===== src/rtl/dxball_pkg.sv =====
// Shared definitions for the rectangle plotter: object codes, colours,
// screen geometry, plotter state encoding and a rectangle hit test.
package dxball_pkg;

    localparam int SCREEN_W = 160;
    localparam int SCREEN_H = 120;

    localparam logic [1:0] OBJ_BALL   = 2'b00;
    localparam logic [1:0] OBJ_PADDLE = 2'b01;
    localparam logic [1:0] OBJ_BLOCK  = 2'b10;
    localparam logic [1:0] OBJ_NONE   = 2'b11;

    localparam logic [2:0] COL_BG     = 3'b000;
    localparam logic [2:0] COL_BALL   = 3'b111;
    localparam logic [2:0] COL_PADDLE = 3'b010;
    localparam logic [2:0] COL_BLOCK  = 3'b100;

    typedef enum logic [1:0] {
        ST_IDLE,
        ST_ERASE,
        ST_DRAW,
        ST_FIN
    } plot_state_t;

    // True when (col,row) lies inside the rectangle at (ox,oy) of size sx x sy.
    // End coordinates are formed one bit wider so they never wrap.
    function automatic logic in_rect(input logic [8:0] col, input logic [7:0] row,
                                     input logic [7:0] ox,  input logic [6:0] oy,
                                     input logic [7:0] sx,  input logic [6:0] sy);
        logic [8:0] ex;
        logic [7:0] ey;
        ex = {1'b0, ox} + {1'b0, sx};
        ey = {1'b0, oy} + {1'b0, sy};
        return (col >= {1'b0, ox}) && (col < ex) && (row >= {1'b0, oy}) && (row < ey);
    endfunction

endpackage


===== src/rtl/rect_scanner.sv =====
// Row-major raster walker over a rectangle. Holds the offset of the pixel
// currently on the plotter outputs and exposes the coordinates of the next
// one, so the plotter can register each pixel one cycle ahead.
module rect_scanner (
    input  logic       clk,
    input  logic       reset,
    input  logic       load,
    input  logic       advance,
    input  logic [7:0] org_x,
    input  logic [6:0] org_y,
    input  logic [7:0] size_x,
    input  logic [6:0] size_y,
    output logic [8:0] next_col,
    output logic [7:0] next_row,
    output logic       last,
    output logic       empty
);

    logic [7:0] ox_q;
    logic [6:0] oy_q;
    logic [7:0] sx_q;
    logic [6:0] sy_q;
    logic [7:0] cx;
    logic [6:0] cy;
    logic       wrap;
    logic [7:0] nxt_cx;
    logic [6:0] nxt_cy;

    // Emptiness is judged on the size being presented for loading.
    assign empty    = (size_x == 8'd0) || (size_y == 7'd0);
    assign wrap     = (cx == sx_q - 8'd1);
    assign last     = wrap && (cy == sy_q - 7'd1);
    assign nxt_cx   = wrap ? 8'd0 : cx + 8'd1;
    assign nxt_cy   = wrap ? cy + 7'd1 : cy;
    assign next_col = {1'b0, ox_q} + {1'b0, nxt_cx};
    assign next_row = {1'b0, oy_q} + {1'b0, nxt_cy};

    // Capture origin and size of the rectangle being walked.
    always_ff @(posedge clk) begin
        if (load) begin
            ox_q <= org_x;
            oy_q <= org_y;
            sx_q <= size_x;
            sy_q <= size_y;
        end
    end

    // Column counter is the inner loop, row counter the outer loop.
    always_ff @(posedge clk or posedge reset) begin
        if (reset) begin
            cx <= 8'd0;
            cy <= 7'd0;
        end else if (load) begin
            cx <= 8'd0;
            cy <= 7'd0;
        end else if (advance) begin
            cx <= nxt_cx;
            cy <= nxt_cy;
        end
    end

endmodule


===== src/rtl/rect_plotter.sv =====
// Erase-then-draw rectangle plotter feeding a 160x120 VGA frame buffer,
// one pixel per clock. Optional macro RECT_PLOTTER_NOFLICKER_EN suppresses
// erase writes to pixels that the draw phase will repaint.
module rect_plotter
    import dxball_pkg::*;
#(
    parameter int         MAX_X         = SCREEN_W - 1,
    parameter int         MAX_Y         = SCREEN_H - 1,
    parameter logic [2:0] BG_COLOUR     = COL_BG,
    parameter logic [2:0] BALL_COLOUR   = COL_BALL,
    parameter logic [2:0] PADDLE_COLOUR = COL_PADDLE,
    parameter logic [2:0] BLOCK_COLOUR  = COL_BLOCK
) (
    input  logic       clk,
    input  logic       reset,
    input  logic       start_plot,
    input  logic [1:0] object,
    input  logic [7:0] new_x,
    input  logic [6:0] new_y,
    input  logic [7:0] old_x,
    input  logic [6:0] old_y,
    input  logic [7:0] size_x,
    input  logic [6:0] size_y,
    output logic [7:0] x,
    output logic [6:0] y,
    output logic [2:0] colour,
    output logic       plot,
    output logic       busy,
    output logic       done
);

    plot_state_t state;

    logic [1:0] obj_q;
    logic [7:0] nx_q;
    logic [6:0] ny_q;
    logic [7:0] sx_q;
    logic [6:0] sy_q;

    logic       accept;
    logic [7:0] ld_x;
    logic [6:0] ld_y;
    logic [7:0] ld_sx;
    logic [6:0] ld_sy;
    logic       scan_load;
    logic       scan_adv;
    logic       scan_last;
    logic       scan_empty;
    logic [8:0] next_col;
    logic [7:0] next_row;
    logic       hide_first;
    logic       hide_next;

    function automatic logic on_screen(input logic [8:0] col, input logic [7:0] row);
        return (col <= 9'(MAX_X)) && (row <= 8'(MAX_Y));
    endfunction

    function automatic logic [2:0] obj_colour(input logic [1:0] obj);
        case (obj)
            OBJ_BALL:   return BALL_COLOUR;
            OBJ_PADDLE: return PADDLE_COLOUR;
            OBJ_BLOCK:  return BLOCK_COLOUR;
            default:    return BG_COLOUR;
        endcase
    endfunction

    assign accept = (state == ST_IDLE) && start_plot;

    // The scanner is loaded from the live ports on acceptance and from the
    // latched new rectangle when switching from erase to draw.
    always_comb begin
        ld_x  = nx_q;
        ld_y  = ny_q;
        ld_sx = sx_q;
        ld_sy = sy_q;
        if (state == ST_IDLE) begin
            ld_x  = old_x;
            ld_y  = old_y;
            ld_sx = size_x;
            ld_sy = size_y;
        end
    end

    assign scan_load = accept || ((state == ST_ERASE) && scan_last && (obj_q != OBJ_NONE));
    assign scan_adv  = ((state == ST_ERASE) || (state == ST_DRAW)) && !scan_last;

`ifdef RECT_PLOTTER_NOFLICKER_EN
    assign hide_first = in_rect({1'b0, old_x}, {1'b0, old_y}, new_x, new_y, size_x, size_y);
    assign hide_next  = (state == ST_ERASE) && in_rect(next_col, next_row, nx_q, ny_q, sx_q, sy_q);
`else
    assign hide_first = 1'b0;
    assign hide_next  = 1'b0;
`endif

    rect_scanner u_scanner (
        .clk      (clk),
        .reset    (reset),
        .load     (scan_load),
        .advance  (scan_adv),
        .org_x    (ld_x),
        .org_y    (ld_y),
        .size_x   (ld_sx),
        .size_y   (ld_sy),
        .next_col (next_col),
        .next_row (next_row),
        .last     (scan_last),
        .empty    (scan_empty)
    );

    // Latch the request so the ports may change once it is accepted.
    always_ff @(posedge clk) begin
        if (accept) begin
            obj_q <= object;
            nx_q  <= new_x;
            ny_q  <= new_y;
            sx_q  <= size_x;
            sy_q  <= size_y;
        end
    end

    // Sequencer: each transition registers the pixel shown in the next cycle.
    always_ff @(posedge clk or posedge reset) begin
        if (reset) begin
            state  <= ST_IDLE;
            x      <= 8'd0;
            y      <= 7'd0;
            colour <= 3'd0;
            plot   <= 1'b0;
            busy   <= 1'b0;
            done   <= 1'b0;
        end else begin
            done <= 1'b0;
            case (state)
                ST_IDLE: begin
                    if (start_plot) begin
                        busy <= 1'b1;
                        if (scan_empty) begin
                            state <= ST_FIN;
                            plot  <= 1'b0;
                        end else begin
                            state  <= ST_ERASE;
                            x      <= old_x;
                            y      <= old_y;
                            colour <= BG_COLOUR;
                            plot   <= on_screen({1'b0, old_x}, {1'b0, old_y}) && !hide_first;
                        end
                    end
                end
                ST_ERASE: begin
                    if (!scan_last) begin
                        x      <= next_col[7:0];
                        y      <= next_row[6:0];
                        colour <= BG_COLOUR;
                        plot   <= on_screen(next_col, next_row) && !hide_next;
                    end else if (obj_q == OBJ_NONE) begin
                        state <= ST_FIN;
                        plot  <= 1'b0;
                    end else begin
                        state  <= ST_DRAW;
                        x      <= nx_q;
                        y      <= ny_q;
                        colour <= obj_colour(obj_q);
                        plot   <= on_screen({1'b0, nx_q}, {1'b0, ny_q});
                    end
                end
                ST_DRAW: begin
                    if (!scan_last) begin
                        x      <= next_col[7:0];
                        y      <= next_row[6:0];
                        colour <= obj_colour(obj_q);
                        plot   <= on_screen(next_col, next_row);
                    end else begin
                        state <= ST_FIN;
                        plot  <= 1'b0;
                    end
                end
                ST_FIN: begin
                    state <= ST_IDLE;
                    busy  <= 1'b0;
                    done  <= 1'b1;
                    plot  <= 1'b0;
                end
                default: begin
                    state <= ST_IDLE;
                    plot  <= 1'b0;
                    busy  <= 1'b0;
                end
            endcase
        end
    end

endmodule


===== config.mk =====
export PLATFORM = sky130hd
export DESIGN_NAME = rect_plotter
export DESIGN_NICKNAME = d
export VERILOG_FILES = /design/src/rtl/dxball_pkg.sv /design/src/rtl/rect_scanner.sv /design/src/rtl/rect_plotter.sv
export SDC_FILE = /design/constraint.sdc
export NUM_CORES = 1
export LEC_CHECK = 0
export ABC_CLOCK_PERIOD_IN_PS = 4700
export CORE_MARGIN = 2
export CORE_UTILIZATION = 46
export DETAILED_ROUTE_END_ITERATION = 8
export GPL_TIMING_DRIVEN = 0
export PLACE_DENSITY = 0.74
export SYNTH_ARGS = -nofsm -noshare
export SYNTH_HDL_FRONTEND = slang
export SYNTH_SLANG_ARGS = --single-unit

===== constraint.sdc =====
create_clock -name clk -period 4.7 [get_ports clk]
set_clock_uncertainty 0.15 [all_clocks]
set_input_delay 0.94 -clock clk [delete_from_list [all_inputs] [get_ports clk]]
set_output_delay 0.94 -clock clk [all_outputs]
set_load 0.02 [all_outputs]

==> results.json <==
{
  "holdWs_ps": 326.5,
  "r2r.worst_path.cells": 17,
  "die_h_microns": 115.2,
  "final_util_pct": 59.32,
  "cp_slowest_cell": "or4b_2",
  "r2r_start": "u_scanner.sx_q[0]$_DFFE_PN_",
  "area_growth_pct": 25.81,
  "syn_inst": 511,
  "grt_use_total_pct": 21.62,
  "maxSlewHeadroom_pct": 40.19,
  "synth-async-reset-ratio_pct": 38.00,
  "clock_sinks": 100,
  "die-area_sq_um": 13270,
  "vias_per_cell": 5.694,
  "crit_required_ps": 4790,
  "fin_nets": 678,
  "power_per_cell_area_nw_per_um2": 575.2,
  "htree_levels": 3,
  "grt_pass1_wl_microns": 22210,
  "drtIter0Drc": 240,
  "synth.most_common_cell": "edfxtp_1",
  "synth_seq_area_share_pct": 49.46,
  "antenna_found_initial": 0,
  "met3_length_microns": 651,
  "leakage_nw": 2.775,
  "ctsLongestPathBuffers": 2,
  "portBuffers": 70,
  "hp-class": "flop to flop",
  "dp_cells": 749,
  "yosys.area.top_type": "edfxtp_1",
  "drc_errors": 0,
  "via_count": 4424,
  "timing_worst_setup_path_type": "flop to flop",
  "coreArea_sq_um": 12060,
  "yosys_warnings": 0,
  "cpMostUsedCell": "nand4b_1",
  "drive_gt1_share_pct": 15.60,
  "routed_wl_microns": 14160,
  "synthesis.nets": 585,
  "tightestPinTransition_ps": 897.2,
  "path_clk_slew_ps": 70,
  "grt_max_degree": 40,
  "rows": 40,
  "wire_per_inst_microns": 18.22,
  "synthFlopType": "edfxtp_1",
  "place.gp.congestion": 0.9169,
  "ant_nets": 0,
  "synth_top_area_share_pct": 32.74,
  "grt_pass1_vias": 4542,
  "firstDrtPassIters": 4,
  "min_period_over_period_pct": 96.95,
  "highest_layer": "met4",
  "max_freq_ghz": 0.2195,
  "yosys-top-cells-area": "edfxtp_1, dfrtp_1, mux2_2",
  "reg2reg_setup_slack_ps": 140,
  "finalPower_mw": 4.115,
  "setup_viol": 0,
  "synth.avg_cell_area_sq_um": 11.13,
  "synth-seq-cells": 100,
  "wl_met2_microns": 7374,
  "wl_met1_microns": 5912,
  "start_util_pct": 47.15,
  "worst_skew_pair.late_latency_ps": 350,
  "end_kind": "flop",
  "fin_crit_ps": 4557,
  "stdcell_count": 777,
  "crit_arrival_ps": 4650,
  "cts_root_buf": "clkbuf_16",
  "cts_buffers": 9,
  "maxSlewViolCount": 0,
  "synth_area_sq_um": 5687,
  "hold_viol_final": 0,
  "holdBufCountCts": 0,
  "min_to": "x[3]$_DFFE_PP0P_",
  "min_path_cells": 1,
  "synth-edff-count": 62,
  "slowest_delay_ps": 610,
  "outcome": "finished, final reports clean",
  "vdd_drop_max_v": 0.0002290,
  "cts_tree": "built",
  "cap_violations": 0,
  "fill_cells": 969,
  "ioPinCount": 71,
  "synth_common_cells": "edfxtp_1, nor2_1, dfrtp_1, xnor2_1",
  "grt_remaining_overflow": 0,
  "insertedDiodeCount": 0,
  "rr_endpoint": "plot$_DFFE_PP0P_",
  "place.detailed.hpwl_microns": 9864,
  "die_w_microns": 115.2,
  "worstPathMaxFanout": 6,
  "worstSetupStartpointType": "flop",
  "path_cells": "buf_4 -> or4_4 -> nor4_4 -> inv_1 -> a211oi_4 -> buf_8 -> nor2b_2 -> ha_1 -> a21o_1 -> a21oi_4 -> o21bai_4 -> o2111ai_2 -> nand3_2 -> or4b_2 -> nand4b_1 -> nand4b_1 -> a22o_1",
  "hold_start": "x[3]$_DFFE_PP0P_",
  "ys_types": 67
}
==> where the power goes <==
group	total, mW	internal (mW)	switching (mW)
logic	2.00	0.863	1.14
clock network	0.767	0.420	0.347
registers	1.35	1.20	0.143
total	4.12	2.49	1.63
==> cells by family after synthesis <==
group | count (synthesis) | synth area share [%]
mux | 38 | 7.349
compound gates | 119 | 14.94
xor+xnor | 42 | 6.469
buf+inv | 53 | 3.938
fa+ha+maj | 24 | 5.545
flops | 100 | 49.46
simple gates | 135 | 12.30
==> registers in the layout, summed over array words and instances, names as in the netlist, 3 cells and up <==
name            flops
colour              3
nx_q                8
ny_q                7
sx_q                8
sy_q                7
u_scanner.cx        8
u_scanner.cy        7
u_scanner.ox_q      8
u_scanner.oy_q      7
u_scanner.sx_q      8
u_scanner.sy_q      7
x                   8
y                   7
==> cell type report <==
class | instances | area, sq um | area share (%)
tap | 168 | 210.2 | 2.938
buffer | 23 | 122.6 | 1.714
clock inverter | 6 | 72.57 | 1.014
clock buffer | 10 | 229.0 | 3.200
inverter | 30 | 112.6 | 1.574
timing repair buffer | 82 | 810.8 | 11.33
multi-input combinational | 358 | 2784 | 38.91
sequential | 100 | 2813 | 39.31
==> worst max-delay path by stage <==
stage	start	to
3_5_place_dp	u_scanner.sx_q[0]$_DFFE_PN_	plot$_DFFE_PP0P_
5_1_grt	u_scanner.sx_q[0]$_DFFE_PN_	plot$_DFFE_PP0P_
2_1_floorplan	u_scanner.sx_q[0]$_DFFE_PN_	plot$_DFFE_PP0P_
6_report	u_scanner.sx_q[0]$_DFFE_PN_	plot$_DFFE_PP0P_
4_1_cts	u_scanner.sx_q[0]$_DFFE_PN_	plot$_DFFE_PP0P_
3_3_place_gp	u_scanner.sx_q[0]$_DFFE_PN_	plot$_DFFE_PP0P_
==> metal layers <==
layer | global-route usage (%) | vias up
met2 | 37.76 | 136
met1 | 26.60 | 2200
met3 | 4.902 | 16
li1 | - | 2072
met4 | 6.988 | 0
met5 | 0 | -
==> timing repair <==
item | 4_1_cts | 5_1_grt
gates cloned | 0 | 0
pin swaps | 3 | 3
setup endpoints to repair | 8 | 5
resized for setup | 10 | 16
setup buffers | 7 | 4
==> layout by cell type (no fill, tap or decap), types with 12 or more instances in the layout <==
master           netlist  layout
a211oi_1              13      13
a21o_1                13      13
dfrtp_1               38      38
buf_4                  1      12
a22oi_1               19      19
clkdlybuf4s50_1        0      70
inv_1                 30      27
o21ai_0               17      17
mux2_2                30      30
ha_1                  22      21
edfxtp_1              62      62
clkbuf_1              13      13
a21oi_1               16      15
nand2_1               30      30
xnor2_1               31      30
nor2_1                46      46
==> stage by stage <==
| step | instance area (sq um) | setup TNS, ps | setup slack, ps |
|---|---|---|---|
| 6_report | 7154 | 0 | 143.4 |
| 5_1_grt | 7154 | -62.34 | -35.65 |
| 4_1_cts | 7000 | 0 | 0.6883 |
| 3_5_place_dp | 6599 | -2332 | -720.5 |
| 3_3_place_gp | 6599 | -1169 | -525.5 |
| 2_1_floorplan | 5688 | 0 | 32.17 |
==> critical path: cells and delay by family (launching register included) <==
family,cells,cell delay [ps]
flip-flops,1,430
buffers and inverters,3,490
adder cells (fa/ha/maj),1,280
AND/OR/NAND/NOR,7,1880
AO/OA/AOI/OAI,6,1220
(Power assumes the default switching activity.)
